File: config.mk
export PLATFORM = sky130hd
export DESIGN_NAME = pipe_stage_mem
export DESIGN_NICKNAME = d
export VERILOG_FILES = /design/src/rtl/pipe_stage_mem_pkg.sv /design/src/rtl/pipe_stage_mem_skid_slot.sv /design/src/rtl/pipe_stage_mem.sv
export SDC_FILE = /design/constraint.sdc
export NUM_CORES = 1
export LEC_CHECK = 0
export CORE_UTILIZATION = 37
export CTS_CLUSTER_DIAMETER = 80
export DETAILED_ROUTE_END_ITERATION = 16
export GPL_ROUTABILITY_DRIVEN = 0
export PLACE_DENSITY = 0.73
export SYNTH_ARGS = -nofsm -noshare
export SYNTH_HDL_FRONTEND = slang
export SYNTH_SLANG_ARGS = --single-unit
File: constraint.sdc
create_clock -name clk -period 3.2 [get_ports clk]
set_input_delay 0.64 -clock clk [delete_from_list [all_inputs] [get_ports clk]]
set_output_delay 0.64 -clock clk [all_outputs]
set_load 0.005 [all_outputs]
File: src/rtl/pipe_stage_mem_pkg.sv
// Shared EX/MEM pipeline types: the control word carried alongside operands,
// its field encodings, and the all-zero NOP control value.
package cpu_pipe_pkg;

  typedef enum logic [1:0] {
    JMP_NONE   = 2'b00,
    JMP_COND   = 2'b01,
    JMP_UNCOND = 2'b10
  } jmp_e;

  typedef enum logic [2:0] {
    ALU_ADD, ALU_SUB, ALU_AND, ALU_OR, ALU_XOR, ALU_SLL, ALU_SRL, ALU_SLT
  } aluins_e;

  typedef enum logic [1:0] {
    EXT_ZERO, EXT_SIGN, EXT_HI, EXT_PC
  } extsel_e;

  typedef struct packed {
    logic    wmem;
    logic    rmem;
    logic    wreg;
    logic    wpc;
    jmp_e    jmp;
    aluins_e aluins;
    extsel_e extsel;
  } ctrl_t;

  localparam int    CTRL_W   = $bits(ctrl_t);
  localparam ctrl_t CTRL_NOP = '0;

endpackage

File: src/rtl/pipe_stage_mem_skid_slot.sv
// One payload+valid register. The control word is zeroed whenever the slot
// empties so an invalid slot can never present side-effecting control bits.
module pipe_skid_slot
  import cpu_pipe_pkg::*;
#(
  parameter int PW = 8
) (
  input  logic          clk,
  input  logic          rst,
  input  logic          i_load,
  input  logic          i_clr,
  input  ctrl_t         i_ctrl,
  input  logic [PW-1:0] i_data,
  output logic          o_valid,
  output ctrl_t         o_ctrl,
  output logic [PW-1:0] o_data
);

  logic          r_valid;
  ctrl_t         r_ctrl;
  logic [PW-1:0] r_data;

  // Payload loads only on i_load; a clear leaves the data bits untouched.
  always_ff @(posedge clk or posedge rst) begin
    if (rst) begin
      r_valid <= 1'b0;
      r_ctrl  <= CTRL_NOP;
      r_data  <= '0;
    end else if (i_load) begin
      r_valid <= 1'b1;
      r_ctrl  <= i_ctrl;
      r_data  <= i_data;
    end else if (i_clr) begin
      r_valid <= 1'b0;
      r_ctrl  <= CTRL_NOP;
    end
  end

  assign o_valid = r_valid;
  assign o_ctrl  = r_ctrl;
  assign o_data  = r_data;

endmodule

File: src/rtl/pipe_stage_mem.sv
// EX->MEM stage register with valid/ready, flush and a saturating stall counter.
// Define PIPE_STAGE_SKID_EN for a registered in_ready_o backed by one skid entry.
module pipe_stage_mem
  import cpu_pipe_pkg::*;
#(
  parameter int DATA_W = 32,
  parameter int REG_W  = 4,
  parameter int N_OPS  = 2,
  parameter int CNT_W  = 16
) (
  input  logic                    clk,
  input  logic                    rst,
  input  logic                    flush_i,
  input  logic                    in_valid_i,
  output logic                    in_ready_o,
  input  ctrl_t                   ctrl_i,
  input  logic [N_OPS*DATA_W-1:0] op_i,
  input  logic [N_OPS*REG_W-1:0]  src_i,
  input  logic [REG_W-1:0]        dest_i,
  output logic                    out_valid_o,
  input  logic                    out_ready_i,
  output ctrl_t                   ctrl_o,
  output logic [N_OPS*DATA_W-1:0] op_o,
  output logic [N_OPS*REG_W-1:0]  src_o,
  output logic [REG_W-1:0]        dest_o,
  output logic [CNT_W-1:0]        stall_cnt_o
);

  localparam int PW = N_OPS*DATA_W + N_OPS*REG_W + REG_W;

  logic          w_accept;
  logic          w_main_valid, w_main_load, w_main_clr;
  ctrl_t         w_main_ctrl, w_main_ctrl_d;
  logic [PW-1:0] w_main_data, w_main_data_d, w_in_data;
  logic [CNT_W-1:0] r_stall_cnt;

  assign w_in_data  = {op_i, src_i, dest_i};
  assign w_main_clr = flush_i || (w_main_valid && out_ready_i);

`ifdef PIPE_STAGE_SKID_EN
  logic          r_in_ready;
  logic          w_main_free, w_skid_load, w_skid_clr, w_skid_next;
  logic          w_skid_valid;
  ctrl_t         w_skid_ctrl;
  logic [PW-1:0] w_skid_data;

  assign in_ready_o    = r_in_ready;
  assign w_main_free   = !w_main_valid || out_ready_i;
  assign w_accept      = in_valid_i && r_in_ready && !flush_i;
  // The skid entry is older than any incoming beat, so it has priority into main.
  assign w_main_load   = !flush_i && w_main_free && (w_skid_valid || w_accept);
  assign w_main_ctrl_d = w_skid_valid ? w_skid_ctrl : ctrl_i;
  assign w_main_data_d = w_skid_valid ? w_skid_data : w_in_data;
  assign w_skid_load   = w_accept && !w_main_free;
  assign w_skid_clr    = flush_i || (w_skid_valid && w_main_free);
  assign w_skid_next   = !flush_i && (w_skid_valid ? !w_main_free : w_skid_load);

  always_ff @(posedge clk or posedge rst) begin
    if (rst) r_in_ready <= 1'b0;
    else     r_in_ready <= !w_skid_next;
  end

  pipe_skid_slot #(.PW(PW)) u_skid (
    .clk     (clk),
    .rst     (rst),
    .i_load  (w_skid_load),
    .i_clr   (w_skid_clr),
    .i_ctrl  (ctrl_i),
    .i_data  (w_in_data),
    .o_valid (w_skid_valid),
    .o_ctrl  (w_skid_ctrl),
    .o_data  (w_skid_data)
  );
`else
  assign in_ready_o    = !w_main_valid || out_ready_i;
  assign w_accept      = in_valid_i && in_ready_o && !flush_i;
  assign w_main_load   = w_accept;
  assign w_main_ctrl_d = ctrl_i;
  assign w_main_data_d = w_in_data;
`endif

  pipe_skid_slot #(.PW(PW)) u_main (
    .clk     (clk),
    .rst     (rst),
    .i_load  (w_main_load),
    .i_clr   (w_main_clr),
    .i_ctrl  (w_main_ctrl_d),
    .i_data  (w_main_data_d),
    .o_valid (w_main_valid),
    .o_ctrl  (w_main_ctrl),
    .o_data  (w_main_data)
  );

  // A flushed held beat is dropped, so that cycle is not counted as a stall.
  always_ff @(posedge clk or posedge rst) begin
    if (rst)
      r_stall_cnt <= '0;
    else if (w_main_valid && !out_ready_i && !flush_i && (r_stall_cnt != '1))
      r_stall_cnt <= r_stall_cnt + 1'b1;
  end

  assign out_valid_o            = w_main_valid;
  assign ctrl_o                 = w_main_ctrl;
  assign {op_o, src_o, dest_o}  = w_main_data;
  assign stall_cnt_o            = r_stall_cnt;

endmodule

---- Word level (Yosys, flattened, before mapping) ----
Index checks and enable logic that the tools add are counted.
cells by class
  $add $sub $neg .......................... 1
  eq/ne operators ......................... 1
  multiplexer cells ....................... 4
  reductions and logical operators ........ 12
operators by type and width
  cell                                           number
  two-way mux 11 bit                             2
  adder 16 x 1 -> 16 bit, second input constant  1
  inequality test 16 bit, second input constant  1
  logical AND 1 bit                              6
  logical NOT 1 bit                              3
  logical OR 1 bit                               2
  two-way mux 1 bit                              2
  nonzero test 2 bit                             1
storage, ports and cells
  register bits ........................... 104
  output and inout port bits .............. 105
  logic and storage cells ................. 28

---- Longest topological paths before layout ----
Gate-level depths: netlist of the first run.
  word-level depth ........................ 5
  depth in mapped cells ................... 6

---- Cells and area by module ----
From an unflattened synthesis of the first run, not the netlist that was laid out.
second synthesis, totals
  cells, all modules ...................... 268
  area, all modules ....................... 4499.3 um^2
modules (own cells, without submodules)
  module          times used  cells an instance  area an instance (um^2)  seq. area each (um^2)
  pipe_skid_slot  1           193                3647.2                   2202.1
  pipe_stage_mem  1           75                 852.1                    400.4

---- Worst setup path after synthesis of the first run ----
OpenSTA, ideal clock, no wires.
  kind .................................... input to register
  start ................................... input port out_ready_i
  end ..................................... register r_stall_cnt[14] (netlist: stall_cnt_o[14])
  setup time .............................. 0.128 ns
  arrival time ............................ 1.616 ns
  required time ........................... 3.072 ns
  slack ................................... 1.457 ns
  stages .................................. 4
  buffers on the path ..................... 0
  path through ............................ or3b_4 > nor2_4 > nand4_1 > mux2_1
on the way
  word-level cells in the longest chain between the ends .. 4
ends and longest elaborated chain
  what                            line                  text
  start: declaration              pipe_stage_mem.sv:21  input logic out_ready_i,
  logical NOT 1 bit               pipe_stage_mem.sv:98  else if (w_main_valid && !out_ready_i && !flush_i && (r_stall_cnt != '1))
  logical AND 1 bit (3 in a row)  pipe_stage_mem.sv:98
  end signal: assignment          pipe_stage_mem.sv:99  r_stall_cnt <= r_stall_cnt + 1'b1;
  end: declaration                pipe_stage_mem.sv:35  logic [CNT_W-1:0] r_stall_cnt;
No other way between the ends.
A chain may end at the register's enable or synchronous reset.

---- Final worst setup path of the first run ----
  start ................................... input port out_ready_i
  end ..................................... output port in_ready_o
on the way
  word-level cells in the longest chain between the ends .. 1
ends and longest elaborated chain
  what              line                  text
  logical OR 1 bit  pipe_stage_mem.sv:75  assign in_ready_o = !w_main_valid || out_ready_i;
  end: declaration  pipe_stage_mem.sv:15  output logic in_ready_o,
No other way between the ends.

==> results.yml, run 1 <==
outcome:
  status: "finished, final reports clean"
die:
  die_area_um2: 11700
  die-height_um: 108
  io_pins: 197
  die-width_um: 108
  fp-row-count: 38
  core_area_um2: 10900
  initial_core_util: 0.382
layout:
  syn2layout_area_growth_pct: 55.6
  post_route_cells_drive_above_1_share: 0.0542
  postLayoutCellArea_um2: 6470
  diodes_inserted: 0
  finish.net_count: 715
drt:
  drc_errors: 0
  final_antenna_net_count: 0
  wl_mm: 10.8
  wl_met1_mm: 4.51
  met2RoutedLength_mm: 5.29
  routed-wl-met3_um: 759
  drt_first_iter_violations: 151
  drt-vias-per-instance: 4.67
  detail_route.wl_per_cell_um: 14.1
  highest-signal-layer: "met4"
  drt-pass1-iter-count: 4
  num_vias: 3585
yosys:
  ys_top_cells_by_count: "231 x nand2_1, 104 x dfrtp_1, 12 x clkbuf_1"
  portion_of_netlist_area_occupied_by_mux_cells: 0.00783
  synth_seq_cells: 104
  post-synth-top-count-cell: "nand2_1"
  synth-adder-area-share: 0.00301
  post_synth.cell_area_avg_um2: 9.71
  synthTopCellsByArea: "dfrtp_1 63%, nand2_1 21%, a22o_1 2.3%"
  dominant_combinational_cell_family_by_area_after_synthesis: "simple AND/OR/NAND/NOR gates"
  simple_gate_share_of_the_synthesized_area: 0.287
  synth.distinct_cells: 36
  asyncSetResetFlopFracSynth: 1.00
  number_of_synthesized_flops_with_an_enable_pin: 0
  synth.largest_area_cell: "dfrtp_1"
  synth_ff_type: "dfrtp_1"
  synth-compound-area-share: 0.0307
  synth_area_in_xor_xnor: 0.0211
  post_synth_instance_area_um2: 4160
  synth_top_cell_area_share: 0.626
  synthesis.yosys.warnings: 0
  synthesis.nets: 521
  cell_count_after_synthesis: 428
  yosysSeqAreaShare: 0.626
sta:
  timing.fmax_ghz: 0.387
  grt_setup_unrepaired: "false"
  final.hold.worst_slack_ns: 0.481
  setup_violations: 0
  finalHoldViolations: 0
  final-max-slew-violation-count: 0
  final.period_utilization: 0.807
  finalSetupTns_ns: 0
  tightest_slew_ns: 0.633
  fin_crit_ns: 2.58
  timing.max_slew.rel_slack: 0.578
  final.setup_skew_ns: 0.00914
global_route:
  initial_antenna_violation_count: 0
  global_route.usage.total: 0.188
  grt_remaining_overflow: 0
  largest_net_degree_at_the_start_of_global_routing: 105
  grt_pass1_vias: 3547
  grt_pass1_wl_mm: 17.1
critical_path:
  worst_r2r_endpoint: "stall_cnt_o[1]"
  cp_cell_sequence: "clkdlybuf4s50_1 -> nand2b_1 -> clkdlybuf4s50_1"
  cpPeakStageDelay_ns: 0.55
  setup.worst_path.class: "in2out"
  crit_path_start_kind: "input pin"
  critPathMostFrequentCell: "clkdlybuf4s50_1"
  crit_reg_reg_startpoint: "stall_cnt_o[0]"
  r2r_slack_ns: 1.32
  path_max_fanout: 5
  reg2reg_depth: 5
  cp_data_required_time_ns: 2.56
  cp-end-kind: "primary output"
  endpoint: "in_ready_o"
  crit_path_start: "out_ready_i"
  worstPathArrival_ns: 1.94
  critical_path.slowest_cell: "clkdlybuf4s50_1"
clocking:
  cts_tree: "built"
  clockRootBuffer: "clkbuf_8"
  cts.sink_count: 104
  tritoncts.num_buffers: 9
  postCtsResizedCells: 0
  clk_path_buf_depth: 2
  clock_insertion_delay_worst_skew_ns: 0.36
  cts_hold_buffers: 0
  clkTransAtPathRegs_ns: 0.09
  cts_post_setup_buffers_inserted: 0
  clock_tree.htree_level_count: 3
min_path:
  worst_hold_path_type: "reg2reg"
power:
  power.ir.vdd_worst_uv: 314
  power.density_cell_area_nw_per_um2: 489
  leakagePower_nw: 3.08
place:
  dpl-instance-area_um2: 6270
  dpl.hpwl_mm: 7.68
  numPortBuffers: 196
run:
  maxCapViolCount: 0
flip-flops by register name (all words and copies together) (netlist names):
name / cells
u_main.o_data: 76
stall_cnt_o: 16
u_main.o_ctrl: 11
u_main.o_valid: 1
routing by layer:
layer / up-vias / track usage
met4: 0 / 0.0714
met3: 16 / 0.0440
li1: 1747 / -
met2: 120 / 0.311
met1: 1702 / 0.239
met5: - / 0
power breakdown:
group          switching (mW)  internal (mW)  total (mW)
sequential              0.116           1.48        1.60
clock                   0.426          0.379       0.805
combinational           0.278          0.478       0.756
per-stage QoR:
step	util	setup slack, ns	total power [mW]	std cells
after floorplan	-	1.31	1.84	428
after global placement	0.576	0.661	2.37	751
after global routing	0.594	0.578	3.35	767
after detailed placement	0.576	0.621	2.39	751
final	0.594	0.618	3.16	767
after CTS	0.594	0.611	3.22	767
worst min path at each step:
stage	depth (start not counted)	start	slack, ns	end
floorplan	2	u_main.o_data[0]	0.47	u_main.o_data[0]
global placement	2	u_main.o_data[19]	0.46	u_main.o_data[19]
detailed placement	2	u_main.o_data[58]	0.46	u_main.o_data[58]
CTS	2	u_main.o_data[61]	0.48	u_main.o_data[61]
global route	2	u_main.o_data[16]	0.51	u_main.o_data[16]
finish	2	u_main.o_data[5]	0.48	u_main.o_data[5]
worst max-delay path: cells and delay by family:
family / cells / cell delay [ns]
and+or+nand+nor: 1 / 0.22
buffers and inverters: 2 / 1.08
final cells by class:
type / instances / area [um2]
clock buffers: 10 / 138
flip-flops and latches: 104 / 2600
repair buffers: 202 / 2020
inverters: 3 / 15.0
fillers: 961 / 4420
multi-input cells: 302 / 1460
well taps: 140 / 175
clock inverters: 6 / 58.8
kinds of logic after synthesis:
| group | Yosys count |
|---|---|
| XOR/XNOR | 10 |
| adder cells (fa/ha/maj) | 1 |
| AND/OR/NAND/NOR | 271 |
| multiplexers | 3 |
| AO/OA/AOI/OAI | 17 |
| buffers and inverters | 22 |
| flip-flops | 104 |
cells in the final DEF (no fill, tap or decap), types with 2 or more instances in the layout:
cell,instances
mux2_1,2
a22o_1,11
nor2_1,5
nand3_1,3
nand4_1,6
nand2_1,231
dfrtp_1,104
clkbuf_8,10
and3_1,2
clkdlybuf4s50_1,196
nand3b_1,2
nand2b_1,2
and4_1,3
nand4_2,2
buf_4,5
a21oi_1,5
xor2_1,4
clkinv_2,4
inv_1,2
xnor2_1,6
(Power assumes the default switching activity.)
==> inputs of run 2 (changes only) <==
- CORE_UTILIZATION: 37 -> 41
- PLACE_DENSITY: 0.73 -> 0.76
- clock period: 3.2 -> 2.7 ns (I/O delays scaled with it)
==> results.yml, run 2 (synthesized netlist as in run 1, its figures left out) <==
outcome:
  status: "finished, final reports clean"
clocking:
  clk_path_buf_depth: 2
  cts_tree: "built"
  cts.sink_count: 104
  cts_post_setup_buffers_inserted: 0
  clock_tree.htree_level_count: 3
  postCtsResizedCells: 0
  clock_insertion_delay_worst_skew_ns: 0.35
  tritoncts.num_buffers: 9
  clockRootBuffer: "clkbuf_8"
  cts_hold_buffers: 0
  clkTransAtPathRegs_ns: 0.09
sta:
  final-max-slew-violation-count: 0
  final.setup_skew_ns: 0.0134
  tightest_slew_ns: 0.484
  finalHoldViolations: 0
  fin_crit_ns: 2.36
  timing.max_slew.rel_slack: 0.675
  setup_violations: 0
  timing.fmax_ghz: 0.424
  finalSetupTns_ns: 0
  final.period_utilization: 0.873
  grt_setup_unrepaired: "false"
global_route:
  largest_net_degree_at_the_start_of_global_routing: 88
  use_met3: 0.0556
  grt_pass1_vias: 3347
  grt_use_met2: 0.336
  initial_antenna_violation_count: 0
  met1_capacity_usage_during_global_routing: 0.252
  global_route.usage.total: 0.200
  grt_remaining_overflow: 0
  gr-max-usage-layer: "met2"
  grt_pass1_wl_mm: 16.2
layout:
  syn2layout_area_growth_pct: 56.8
  largest_reg_flops: 76
  layout.cells.most_common: "nand2_1"
  finish.net_count: 714
  diodes_inserted: 0
  layout.core_utilization: 0.663
  layout.cells.non_filler: 759
  filler_cell_count: 818
  post_route_cells_drive_above_1_share: 0.0495
  layout_common_cells: "231 x nand2_1, 196 x clkdlybuf4s50_1, 104 x dfrtp_1"
critical_path:
  cp-end-kind: "primary output"
  setup.worst_path.class: "in2out"
  worstPathArrival_ns: 1.82
  cp_data_required_time_ns: 2.16
  reg2reg_depth: 5
  crit_reg_reg_startpoint: "stall_cnt_o[0]"
  r2r_slack_ns: 0.74
  worst_r2r_endpoint: "stall_cnt_o[1]"
  crit_path_start_kind: "input pin"
  path_max_fanout: 5
place:
  placed_cells: 743
  dpl.hpwl_mm: 7.81
  numPortBuffers: 196
die:
  die_area_um2: 10500
  io_pins: 197
  die-height_um: 103
  initial_core_util: 0.423
  core_area_um2: 9820
  fp-row-count: 36
  die-width_um: 103
drt:
  num_vias: 3555
  wl_mm: 10.8
  drc_errors: 0
  drt-vias-per-instance: 4.68
  drt_first_iter_violations: 96
  final_antenna_net_count: 0
  detail_route.wl_per_cell_um: 14.2
  drt-pass1-iter-count: 4
power:
  power.density_cell_area_nw_per_um2: 592
  power.ir.vdd_worst_uv: 309
  leakagePower_nw: 3.10
min_path:
  worstHoldPathCells: 2
  worst_hold_path_type: "reg2reg"
  timing.hold.worst.start: "u_main.o_data[55]"
  worstHoldEndpoint: "u_main.o_data[55]"
run:
  maxCapViolCount: 0
run 2: cell count changes in the layout (fill, tap and decap cells not counted), sizes merged:
cell,delta
clkinv,-3
clkbuf,+2
bufinv,+1
buf,-1
run 2: area by class of cell:
type                    instances  area (um2)  share of cell area
flip-flops and latches        104        2600               0.400
clock buffers                  12         145              0.0223
inverters                       3        15.0             0.00231
repair buffers                201        2050               0.315
clock inverters                 4        77.6              0.0119
well taps                     133         166              0.0255
multi-input cells             302        1460               0.224
run 2: stage by stage:
step	hold slack (ns)	power, mW	area, um2	setup slack, ns
after global placement	0.457	2.81	6290	0.364
after CTS	0.480	3.91	6510	0.333
after floorplan	0.470	2.18	4160	0.914
after detailed placement	0.461	2.84	6290	0.342
after global routing	0.493	4.07	6510	0.290
final	0.478	3.86	6510	0.342
run 2: worst max-delay path by stage:
| stage | slack [ns] | from | cells past startpoint | endpoint |
|---|---|---|---|---|
| floorplan | 0.91 | rst | 1 | stall_cnt_o[0] |
| CTS | 0.33 | out_ready_i | 3 | in_ready_o |
| global placement | 0.36 | out_ready_i | 3 | in_ready_o |
| finish | 0.34 | out_ready_i | 3 | in_ready_o |
| global route | 0.29 | out_ready_i | 3 | in_ready_o |
| detailed placement | 0.34 | out_ready_i | 3 | in_ready_o |
run 2: worst max-delay path, cell delays in order:
cell	delay, ns
clkdlybuf4s50_1	0.53
nand2b_1	0.22
clkdlybuf4s50_1	0.53
run 2: power breakdown:
| part | internal [mW] | switching (mW) |
|---|---|---|
| combinational | 0.571 | 0.329 |
| sequential | 1.76 | 0.140 |
| clock | 0.553 | 0.504 |
run 2: per-layer routing:
| metal | part of all wire | up-vias |
|---|---|---|
| li1 | - | 1741 |
| met1 | 0.42 | 1682 |
| met2 | 0.49 | 124 |
| met3 | 0.081 | 8 |
| met4 | 0.0090 | 0 |
| met5 | 0 | - |
